## config.mk

```make
export PLATFORM = sky130hd
export DESIGN_NAME = booth_seq_mult
export DESIGN_NICKNAME = d
export VERILOG_FILES = /design/src/rtl/booth_seq_mult.sv
export SDC_FILE = /design/constraint.sdc
export NUM_CORES = 1
export LEC_CHECK = 0
export ABC_AREA = 0
export BUFFER_PORTS_ARGS = -buffer_cell sky130_fd_sc_hd__clkbuf_2
export CORE_MARGIN = 2
export CORE_UTILIZATION = 57
export DETAILED_ROUTE_END_ITERATION = 10
export PLACE_DENSITY_LB_ADDON = 0.15
export SYNTH_ARGS = -nofsm -noshare
export SYNTH_HDL_FRONTEND = slang
export SYNTH_SLANG_ARGS = --single-unit
```

## constraint.sdc

```tcl
create_clock -name clk -period 3.2 [get_ports clk]
set_input_delay 0.64 -clock clk [delete_from_list [all_inputs] [get_ports clk]]
set_output_delay 0.64 -clock clk [all_outputs]
set_load 0.02 [all_outputs]
```

## src/rtl/booth_seq_mult.sv

```systemverilog
// Sequential radix-2 Booth multiplier with start/done handshake.
// One add/subtract cycle (EVAL) and one arithmetic-shift cycle (SHIFT) per
// bit of the (WIDTH+1)-bit extended multiplier; signed/unsigned operands
// are handled purely by how the operands are extended at load time.
//
//   state | meaning
//   ------+---------------------------------------------------------------
//   IDLE  | waiting for start; operands are captured when start is seen
//   EVAL  | Booth decode of {Qx[0], q_m1}: add, subtract or keep A
//   SHIFT | arithmetic right shift of {A, Qx, q_m1}; count one iteration
//   DONE  | product register holds the new result; done pulses for one cycle
module booth_seq_mult #(
    parameter int WIDTH = 8
) (
    input  logic               clk,
    input  logic               reset,
    input  logic               start,
    input  logic               is_signed,
    input  logic [WIDTH-1:0]   multiplicand,
    input  logic [WIDTH-1:0]   multiplier,
    output logic               ready,
    output logic               busy,
    output logic               done,
    output logic [2*WIDTH-1:0] product
);

    localparam int AW = WIDTH + 2;
    localparam int QW = WIDTH + 1;
    localparam int CW = $clog2(WIDTH + 2);
    localparam logic [CW-1:0] N_ITER = CW'(WIDTH + 1);

    typedef enum logic [1:0] {
        IDLE  = 2'd0,
        EVAL  = 2'd1,
        SHIFT = 2'd2,
        DONE  = 2'd3
    } state_t;

    state_t state, state_nxt;

    logic [AW-1:0] a_r;
    logic [AW-1:0] mx_r;
    logic [QW-1:0] qx_r;
    logic          q_m1_r;
    logic [CW-1:0] cnt_r;

    logic [AW-1:0] mx_ext;
    logic [QW-1:0] qx_ext;
    logic [AW-1:0] a_sh;
    logic [QW-1:0] qx_sh;
    logic          last_iter;

    // Operand extension: sign- or zero-extend depending on mode
    always_comb begin
        mx_ext = {2'b00, multiplicand};
        qx_ext = {1'b0, multiplier};
        if (is_signed) begin
            mx_ext = {{2{multiplicand[WIDTH-1]}}, multiplicand};
            qx_ext = {multiplier[WIDTH-1], multiplier};
        end
    end

    // Shifted view of {A, Qx, q_m1}; A's MSB is replicated
    always_comb begin
        a_sh      = {a_r[AW-1], a_r[AW-1:1]};
        qx_sh     = {a_r[0], qx_r[QW-1:1]};
        last_iter = (cnt_r == CW'(1));
    end

    // State register
    always_ff @(posedge clk or posedge reset) begin
        if (reset) begin
            state <= IDLE;
        end else begin
            state <= state_nxt;
        end
    end

    // Next-state logic and status decodes (outputs depend on state only)
    always_comb begin
        state_nxt = state;
        ready     = 1'b0;
        busy      = 1'b0;
        done      = 1'b0;
        case (state)
            IDLE: begin
                ready = 1'b1;
                if (start) begin
                    state_nxt = EVAL;
                end
            end
            EVAL: begin
                busy      = 1'b1;
                state_nxt = SHIFT;
            end
            SHIFT: begin
                busy      = 1'b1;
                state_nxt = last_iter ? DONE : EVAL;
            end
            DONE: begin
                done      = 1'b1;
                state_nxt = IDLE;
            end
            default: begin
                state_nxt = IDLE;
            end
        endcase
    end

    // Datapath: load, Booth add/subtract, shift/count, result capture.
    // The product is captured on the final shift so it is already valid
    // in the cycle where done is high.
    always_ff @(posedge clk or posedge reset) begin
        if (reset) begin
            a_r     <= '0;
            mx_r    <= '0;
            qx_r    <= '0;
            q_m1_r  <= 1'b0;
            cnt_r   <= '0;
            product <= '0;
        end else begin
            case (state)
                IDLE: begin
                    if (start) begin
                        a_r    <= '0;
                        mx_r   <= mx_ext;
                        qx_r   <= qx_ext;
                        q_m1_r <= 1'b0;
                        cnt_r  <= N_ITER;
                    end
                end
                EVAL: begin
                    case ({qx_r[0], q_m1_r})
                        2'b01:   a_r <= a_r + mx_r;
                        2'b10:   a_r <= a_r - mx_r;
                        default: a_r <= a_r;
                    endcase
                end
                SHIFT: begin
                    a_r    <= a_sh;
                    qx_r   <= qx_sh;
                    q_m1_r <= qx_r[0];
                    cnt_r  <= cnt_r - CW'(1);
                    if (last_iter) begin
                        product <= {a_sh[WIDTH-2:0], qx_sh};
                    end
                end
                default: begin
                end
            endcase
        end
    end

endmodule
```

# Word level (Yosys, flattened, before mapping)
# Index checks and enable logic that the tools add are counted.
# totals
regBits	52
input_bits	20
out_inout_bits	19
word_cells	47
# op_classes
addsub	3
n_eq_ne	8
mux	17
n_bitwise	1
n_reduce_logical	10
# ops
operator	count
10-bit one-hot mux with 3 select lines	1
10-bit 2-to-1 mux	2
10-bit one-hot mux with 2 select lines	1
9-bit 2-to-1 mux	2
9-bit one-hot mux with 2 select lines	1
10-bit adder	1
10-bit subtractor	1
2-bit one-hot mux with 4 select lines	1
4-bit one-hot mux with 2 select lines	1
2-bit == test (second input constant)	3
2-bit AND reduction	3
2-bit by 1-bit == test with 1-bit output (second input constant)	2
4-bit by 1-bit == test with 1-bit output (second input constant)	1
1-bit 2-to-1 mux	4
2-bit 2-to-1 mux	2
4-bit 2-to-1 mux	1
4-bit AND reduction	1
2-bit nonzero test	2
4-bit by 1-bit subtractor with 4-bit output (second input constant)	1
3-bit != test (second input constant)	1
3-bit AND reduction	1
3-bit nonzero test	1
2-bit logical NOT	1
2-bit != test (second input constant)	1
other kinds (3)	3

# Longest topological paths before layout
# Gate-level depths: netlist of the first run.
# logic_depth
word_depth	3
ltp_mapped	13
mapped_depth_nobuf	13

# Least setup slack after synthesis of the first run
# No wires, ideal clock.
# synth_timing
path_kind	reg-to-reg
from	register mx_r[0]
to	register a_r[9]
setup_ns	0.092
arrival_ns	2.122
t_required_ns	3.108
path_slack_ns	0.986
path_stages_with_launch	14
path_buffers	0
synth_period_minus_slack_ns	2.214
cell_sequence	dfrtp_1 -> inv_1 -> ha_1 -> nand2_1 -> nor3_1 -> nor2_1 -> xnor2_1 -> ha_1 -> a211oi_1 -> nand2_1 -> nor3_1 -> a21o_1 -> xnor2_1 -> o31ai_2
# synth_via
elab_chain_cells	3
elab_cells_between_ends	4
cone_classes	add/sub (2); mux (2)
# synth_lines
element	line	source
start, declared	42	logic [AW-1:0] mx_r;
start signal, assigned	126	mx_r <= mx_ext;
10-bit subtractor or 10-bit adder (tied branches)	135, 134	
10-bit one-hot mux with 2 select lines *	133	case ({qx_r[0], q_m1_r})
10-bit one-hot mux with 3 select lines *	122	case (state)
end signal, assigned	134	2'b01: a_r <= a_r + mx_r;
end signal, assigned	135	2'b10: a_r <= a_r - mx_r;
end signal, assigned	136	default: a_r <= a_r;
end, declared	41	logic [AW-1:0] a_r;
# Mark *: on every way between the ends. The rest lies on a longest branch, timed or not.
# A chain may end at the register's enable or synchronous reset.

# Final worst setup path of the first run
# layout_timing
from	register mx_r[2]
to	register a_r[9]
# Same word-level chain as after synthesis.

==> flow_metrics.tcl, run 1 <==
set metrics [dict create \
    critPathCaptureType "flop" \
    netlist_instances 277 \
    width_of_the_die_um 74.4 \
    syn2layout_area_growth_pct 11.6 \
    setup_total_negative_slack_ps 0 \
    chipHeight_um 74.4 \
    htree_num_levels 2 \
    yosys_most_used_dff "dfrtp_1" \
    setup.worst_path.class "flop to flop" \
    synth_simple_gate_area_share_pct 11.7 \
    yosysWarningCount 0 \
    min_period_over_period_pct 81.0 \
    top_level_ports 39 \
    critPathArrivalTime_ps 2800 \
    run_status "finished, final reports clean" \
    netlist.top_cell.by_area "dfrtp_1" \
    synth_top_family_by_area "multiplexers" \
    synth-adder-area-share_pct 8.23 \
    tritoncts_num_sinks 51 \
    fmaxAchievable_mhz 386 \
    synthesis.area_sq_um 2830 \
    antennaDiodeCount 0 \
    portBuffers 38 \
    finalWorstPathRequiredPeriod_ps 2590 \
    fp.coreArea_sq_um 4750 \
    finalSetupViolCount 0 \
    clock_tree_from_tritoncts "done" \
    cts.repair.resized 0 \
    grt_first_pass_wirelength_um 9090 \
    rsz0062_at_grt "no" \
    slew_headroom_pct 31.3 \
    worst_setup_path_startpoint "mx_r[2]" \
    post_synthesis_compound_gate_area_fraction_pct 13.0 \
    synth-seq-area-share_pct 45.2 \
    ys_ff_latch 51 \
    ys_top_cells_by_area "dfrtp_1, mux2_2, ha_1" \
    layout_cells_sized_above_1_pct 24.0 \
    cts_hold_buffers 0 \
    cts_buffer_depth 2 \
    number_of_hold_violations_in_the_final_report 0 \
    via_count_of_the_first_global_routing_pass 1982 \
    post_synth_xor_area_fraction_pct 4.34 \
    tritoncts.num_buffers 5 \
    drt_drc_violations_left 0 \
    grt_start_max_net_pins 52 \
    finalWeightedCongestion 0.914 \
    global_route.overflow_total 0 \
    timing.critical_path.fanout_max 4 \
    design.die.area_sq_um 5540 \
    drt_pass1_iterations 4 \
    cts-root-buf "clkbuf_8" \
    initial_core_util_pct 59.4 \
    most_frequent_cell_after_synthesis "dfrtp_1" \
    number_of_synthesized_flops_with_an_enable_pin 0 \
    design.final.nets 350 \
    number_of_antenna_violations_at_the_first_check_in_global_routing 0 \
    synth_common_cells "dfrtp_1, nand2_1, mux2_2" \
    syn-mean-instance-area_sq_um 10.2 \
    async_flop_share_pct 100 \
    post_cts_buffers 0 \
    hold_path_startpoint "cnt_r[3]" \
    syn-num-nets 315 \
    netlist.area_leader.share_pct 45.2 \
    finClkSkew_ps 12.5 \
    cp-start-kind "flop" \
    dp.final_hpwl_um 3950 \
    synth_mux_area_share_pct 13.5 \
    finish.cell_count_without_fillers 379 \
    clock_latency_ps 300 \
    wire_per_inst_um 14.2 \
    synth.lib_cells_used.distinct 41 \
    std_cell_rows 25 \
    placedCellCount 372 \
    via_count 2087 \
    timing.critical_path.required_ps 3410 \
    cts.reportedPaths.clkPinSlew_ps 90 \
    grt_use_total_pct 21.2 \
    viasPerCell 5.51 \
    ant_nets 0 \
    first_iter_violations 101 \
    max-cap-violations 0 \
    beginning_of_the_worst_register_to_register_path "mx_r[2]" \
    drt_wl_total_um 5370 \
    timing_worst_slew_pin_value_ps 1030 \
    hold_path_class "flop to flop" \
    number_of_pins_with_negative_max_slew_slack_in_the_final_report 0 \
]
-- cell usage in the layout, fill, tap and decap left out, drive strengths merged --
| master | n |
|---|---|
| a22o | 1 |
| or3 | 2 |
| o21ai | 24 |
| xnor2 | 12 |
| o31ai | 1 |
| and3 | 1 |
| nor2b | 3 |
| ha | 17 |
| a31oi | 3 |
| nand4 | 1 |
| nor3 | 9 |
| a21oi | 17 |
| a21o | 1 |
| xor2 | 2 |
| and2 | 2 |
| a211oi | 1 |
| buf | 2 |
| nor2 | 15 |
| a21boi | 1 |
| a311oi | 1 |
| nand2 | 32 |
| a22oi | 5 |
| or2 | 1 |
| and4bb | 1 |
| inv | 14 |
| a32oi | 3 |
| o211ai | 1 |
| mux2i | 11 |
| dfrtp | 51 |
| nand2b | 3 |
| clkbuf | 44 |
| bufinv | 1 |
| nand3 | 2 |
| o22a | 1 |
| mux2 | 24 |
| a32o | 1 |
| fa | 1 |
-- flip-flops by register name, summed over array words and instances (netlist names) --
| register | cells |
|---|---|
| mx_r | 9 |
| cnt_r | 4 |
| state | 2 |
| product | 16 |
| qx_r | 9 |
| a_r | 10 |
| q_m1_r | 1 |
-- stage by stage --
| step | setup slack (ps) | hold WS [ps] | instance area (sq um) | util (%) |
|---|---|---|---|---|
| floorplan | 986 | 432 | 2830 | - |
| global placement | 720 | 462 | 3050 | 64.2 |
| detailed placement | 652 | 482 | 3050 | 64.2 |
| CTS | 633 | 494 | 3150 | 66.3 |
| global route | 368 | 523 | 3150 | 66.3 |
| finish | 609 | 488 | 3150 | 66.3 |
-- critical path, cell delays in order (launching register included) --
cell and delay, ps:
dfrtp_1 430, nor2_1 250, nand2_1 120, nor3_1 160, nor2_1 80, xnor2_1 140
ha_1 340, a211oi_1 300, nand2_1 80, nor3_1 200, a21o_1 130, xnor2_1 70
o31ai_2 200
-- path summary, 6_finish.rpt --
| check | to | cells after the start | slack [ps] |
|---|---|---|---|
| max reg2reg | a_r[9] | 12 | 610 |
| min in group asynchronous | qx_r[2] | 2 | 570 |
| max in group asynchronous | mx_r[4] | 2 | 2000 |
| max | a_r[9] | 12 | 610 |
| min | cnt_r[3] | 1 | 490 |
| min reg2reg | cnt_r[3] | 1 | 490 |
-- per-layer routing --
metal | routed length, um | up-vias | track usage (%)
li1 | - | 1047 | -
met1 | 2640 | 987 | 31.0
met2 | 2460 | 48 | 34.0
met3 | 222 | 5 | 2.85
met4 | 47 | 0 | 4.76
met5 | 0 | - | 0
-- kinds of logic (layout without fill, tap and decap cells) --
family,after synthesis,count (layout)
XOR/XNOR,14,14
adder cells (fa/ha/maj),18,18
multiplexers,35,35
buffers and inverters,26,61
AO/OA/AOI/OAI,61,61
AND/OR/NAND/NOR,72,72
flip-flops,51,51
-- area by class of cell --
| class | count | area (sq um) |
|---|---|---|
| Tap cell | 67 | 83.8 |
| Multi-Input combinational cell | 200 | 1430 |
| Timing Repair Buffer | 40 | 205 |
| Fill cell | 428 | 1600 |
| Inverter | 14 | 52.6 |
| Clock buffer | 6 | 72.6 |
| Clock inverter | 1 | 30.0 |
| Sequential cell | 51 | 1280 |
Power of run 1 is not shown: default switching activity piles up to over one toggle a cycle in this logic, so the estimate is an artifact.
==> run 2, diff against run 1 <==
==> constraint.sdc (replaced) <==
create_clock -name clk -period 2.7 [get_ports clk]
set_input_delay 0.54 -clock clk [delete_from_list [all_inputs] [get_ports clk]]
set_output_delay 0.54 -clock clk [all_outputs]
set_load 0.02 [all_outputs]
==> run 2 against run 1 <==
  * Sequential cell count unchanged
  * Critical path depth up 1
  * Worst hold slack worse by 430 ps
  * Wire length down 0.54%
  * Clock-buffer cell count up 1
  * Cell count up 0.79%
==> flow_metrics.tcl, run 2 (synthesis results as in run 1) <==
set metrics [dict create \
    finClkSkew_ps 5.28 \
    grt_first_pass_wirelength_um 8620 \
    critPathArrivalTime_ps 2710 \
    htree_num_levels 2 \
    grt_use_total_pct 20.5 \
    first_iter_violations 138 \
    viasPerCell 5.53 \
    fmaxAchievable_mhz 403 \
    finish.cell_count_without_fillers 382 \
    syn2layout_area_growth_pct 12.3 \
    slew_headroom_pct 48.8 \
    top_level_ports 39 \
    number_of_antenna_violations_at_the_first_check_in_global_routing 0 \
    fin_ws_ps 218 \
    timing.critical_path.fanout_max 5 \
    timing_worst_slew_pin_value_ps 763 \
    drt_wl_total_um 5350 \
    drt_pass1_iterations 4 \
    initial_core_util_pct 59.4 \
    timing.critical_path.required_ps 2930 \
    cts-root-buf "clkbuf_8" \
    final_cell_mix "dfrtp_1, clkbuf_2, nand2_1" \
    num-fill-cells 411 \
    width_of_the_die_um 74.4 \
    final_common_cell "dfrtp_1" \
    final_core_utilization_pct 66.8 \
    largest_register_ffs 16 \
    reg_with_most_ffs "product" \
    wire_per_inst_um 14.0 \
    cts_buffer_depth 2 \
    grt_start_max_net_pins 25 \
    critPathCaptureType "flop" \
    hold_path_class "input pin to async pin" \
    post_cts_buffers 0 \
    fp.coreArea_sq_um 4750 \
    via_count 2112 \
    max-cap-violations 0 \
    ant_nets 0 \
    drt_drc_violations_left 0 \
    layout_cells_sized_above_1_pct 26.0 \
    finalSetupViolCount 0 \
    clock_latency_ps 310 \
    largest_regs "product: 16 flops, a_r: 10 flops" \
    finalWorstPathRequiredPeriod_ps 2480 \
    tritoncts.num_buffers 5 \
    via_count_of_the_first_global_routing_pass 1813 \
    std_cell_rows 25 \
    chipHeight_um 74.4 \
    global_route.overflow_total 0 \
    cp-start-kind "flop" \
    minimum_setup_slack_after_placement_ps 212 \
    clock_tree_from_tritoncts "done" \
    min_period_over_period_pct 91.9 \
    antennaDiodeCount 0 \
    placedCellCount 374 \
    number_of_hold_violations_in_the_final_report 0 \
    setup_total_negative_slack_ps 0 \
    design.die.area_sq_um 5540 \
    design.final.nets 352 \
    portBuffers 38 \
    rsz0062_at_grt "no" \
    number_of_pins_with_negative_max_slew_slack_in_the_final_report 0 \
    finalWeightedCongestion 0.917 \
    run_status "finished, final reports clean" \
    setup.worst_path.class "flop to flop" \
    dp.final_hpwl_um 4030 \
    tritoncts_num_sinks 51 \
    cts.reportedPaths.clkPinSlew_ps 90 \
]
run 2: critical path, stage by stage, from the launching register on:
cell and delay (ps):
dfrtp_1 440, inv_1 80, ha_1 190, nand2_1 80, nor3_1 140, nor2_1 70, xnor2_1 130, ha_1 350
a211oi_2 250, nand2_1 70, nor3_1 190, a21o_1 130, xnor2_1 80, o31ai_2 200
run 2: final timing paths:
path,slack (ps),cells past startpoint,startpoint,to
max in group asynchronous,2140,3,reset,mx_r[3]
setup reg to reg,220,13,mx_r[0],a_r[9]
min in group clk,450,2,multiplicand[2],mx_r[2]
setup / recovery,220,13,mx_r[0],a_r[9]
hold reg to reg,490,1,cnt_r[3],cnt_r[3]
hold / removal,60,2,reset,qx_r[2]
run 2: metrics by stage:
stage	cell area (sq um)	hold slack, ps
final	3170	63.0
after global placement	3070	395
after floorplan	2830	432
after CTS	3160	60.6
after global routing	3170	67.5
after detailed placement	3070	397
run 2: what timing repair did:
| item | CTS | global route |
|---|---|---|
| resized for setup | 0 | 4 |
| endpoints found under the setup margin | 0 | 3 |
| hold buffers | 0 | 0 |
run 2: per-layer routing:
metal | vias to the layer above | global-route usage [%] | routed length (um)
met4 | 0 | 6.55 | 65
met3 | 5 | 4.47 | 275
met5 | - | 0 | 0
met2 | 66 | 30.1 | 2350
met1 | 999 | 30.2 | 2660
li1 | 1042 | - | -
run 2: area by class of cell:
class / instances / area [sq um] / share of cell area [%]
Clock inverter: 1 / 8.76 / 0.276
Sequential cell: 51 / 1280 / 40.2
Timing Repair Buffer: 42 / 220 / 6.94
Inverter: 14 / 52.6 / 1.66
Multi-Input combinational cell: 200 / 1450 / 45.6
Tap cell: 67 / 83.8 / 2.64
Clock buffer: 7 / 86.3 / 2.72
Power of run 2 is left out for the same reason.
==> run 3, diff against run 2 <==
--- a/config.mk
+++ b/config.mk
@@ -10,7 +10,7 @@
 export CORE_MARGIN = 2
 export CORE_UTILIZATION = 57
 export DETAILED_ROUTE_END_ITERATION = 10
-export PLACE_DENSITY_LB_ADDON = 0.15
+export PLACE_DENSITY = 0.79
 export SYNTH_ARGS = -nofsm -noshare
 export SYNTH_HDL_FRONTEND = slang
 export SYNTH_SLANG_ARGS = --single-unit
==> run 3 against run 2 <==
  * Worst hold slack better by 120 ps
  * Clock skew increased by 3.8 ps
  * First-iteration DRC count shrank 16%
  * Register-to-register slack improved by 30 ps
  * Die area unchanged
  * Critical path type unchanged
  * Setup slack gained 27 ps
  * Via count grew 1.8%
==> flow_metrics.tcl, run 3 (synthesis results as in run 1) <==
set metrics [dict create \
    run_status "finished, final reports clean" \
    design.die.area_sq_um 5540 \
    number_of_antenna_violations_at_the_first_check_in_global_routing 0 \
    ant_nets 0 \
    finalSetupViolCount 0 \
    finish.cell_count_without_fillers 382 \
    final_common_cell "dfrtp_1" \
    rsz0062_at_grt "no" \
    wire_per_inst_um 14.3 \
    setup.worst_path.class "flop to flop" \
    tritoncts.num_buffers 5 \
    first_iter_violations 116 \
    grt_use_total_pct 21.6 \
    viasPerCell 5.63 \
    drt_pass1_iterations 4 \
    grt_start_max_net_pins 27 \
    post_cts_buffers 0 \
    timing_worst_slew_pin_value_ps 466 \
    number_of_pins_with_negative_max_slew_slack_in_the_final_report 0 \
    timing.critical_path.fanout_max 5 \
    fp.coreArea_sq_um 4750 \
    chipHeight_um 74.4 \
    via_count 2149 \
    cts_buffer_depth 2 \
    hold_path_class "input pin to async pin" \
    largest_register_ffs 16 \
    multiInputGateArea_sq_um 1450 \
    slew_headroom_pct 68.9 \
    critPathArrivalTime_ps 2680 \
    width_of_the_die_um 74.4 \
    std_cell_rows 25 \
    cts_hold_buffers 0 \
    final-seq-area_sq_um 1280 \
    final_cell_mix "dfrtp_1, clkbuf_2, nand2_1" \
    min_period_over_period_pct 90.9 \
    timing.critical_path.required_ps 2920 \
    placedCellCount 374 \
    dp.final_hpwl_um 4130 \
    grt_first_pass_wirelength_um 9130 \
    cts-root-buf "clkbuf_8" \
    drt_wl_total_um 5480 \
    finClkSkew_ps 9.03 \
    antennaDiodeCount 0 \
    max-cap-violations 0 \
    critPathCaptureType "flop" \
    via_count_of_the_first_global_routing_pass 1966 \
    top_level_ports 39 \
    num-fill-cells 391 \
    initial_core_util_pct 59.4 \
    clock_tree_from_tritoncts "done" \
    number_of_hold_violations_in_the_final_report 0 \
    global_route.overflow_total 0 \
    cts.reportedPaths.clkPinSlew_ps 110 \
    drt_drc_violations_left 0 \
    design.final.nets 352 \
    setup_total_negative_slack_ps 0 \
    finalWorstPathRequiredPeriod_ps 2450 \
    clock_latency_ps 310 \
    syn2layout_area_growth_pct 12.5 \
    tritoncts_num_sinks 51 \
    htree_num_levels 2 \
    portBuffers 38 \
    largest_regs "product: 16 flops, a_r: 10 flops" \
    reg_with_most_ffs "product" \
    r2r_setup_slack_ps 250 \
    layout_cells_sized_above_1_pct 26.3 \
    cp-start-kind "flop" \
    fmaxAchievable_mhz 407 \
    finalWeightedCongestion 0.884 \
    cts.repair.resized 0 \
]
run 3: cell count changes in the layout (fill, tap and decap cells not counted), sizes merged:
cell	before	now
clkinv	1	2
inv	14	15
clkbuf	45	43
run 3: layout make-up:
class                   count  area share (%)
well taps                  67            2.64
repair buffers             42            6.92
inverters                  14            1.65
flip-flops and latches     51            40.1
multi-input cells         200            45.6
clock inverters             3           0.905
clock buffers               5            2.16
run 3: critical path: stages (launching register included):
cell and delay [ps]:
dfrtp_1 430, inv_1 80, ha_1 180, nand2_1 80
nor3_1 130, nor2_1 90, xnor2_2 180, ha_2 340
a211oi_2 240, nand2_1 70, nor3_1 150, a21o_1 120
xnor2_1 70, o31ai_2 220
run 3: routing by layer:
layer | track usage [%] | wire length [um]
met1 | 31.0 | 2590
met2 | 32.9 | 2550
met3 | 4.34 | 296
met4 | 6.94 | 45
met5 | 0 | 0
run 3: stage by stage:
stage | setup slack [ps] | util (%) | hold WS (ps) | instance area, sq um
after floorplan | 486 | - | 432 | 2830
after global placement | 202 | 64.5 | 451 | 3070
after detailed placement | 161 | 64.5 | 462 | 3070
after CTS | 135 | 66.5 | 201 | 3160
after global routing | 69.0 | 66.9 | 217 | 3180
final | 245 | 66.9 | 188 | 3180
run 3: worst paths after layout:
path / startpoint / depth (start not counted) / endpoint
worst max register to register: mx_r[0] / 13 / a_r[9]
min in group clk: multiplicand[6] / 2 / mx_r[6]
worst max-delay path: mx_r[0] / 13 / a_r[9]
max in group asynchronous: reset / 3 / a_r[3]
worst min-delay path: reset / 2 / product[0]
worst min register to register: cnt_r[3] / 1 / cnt_r[3]
Power of run 3 is left out for the same reason.
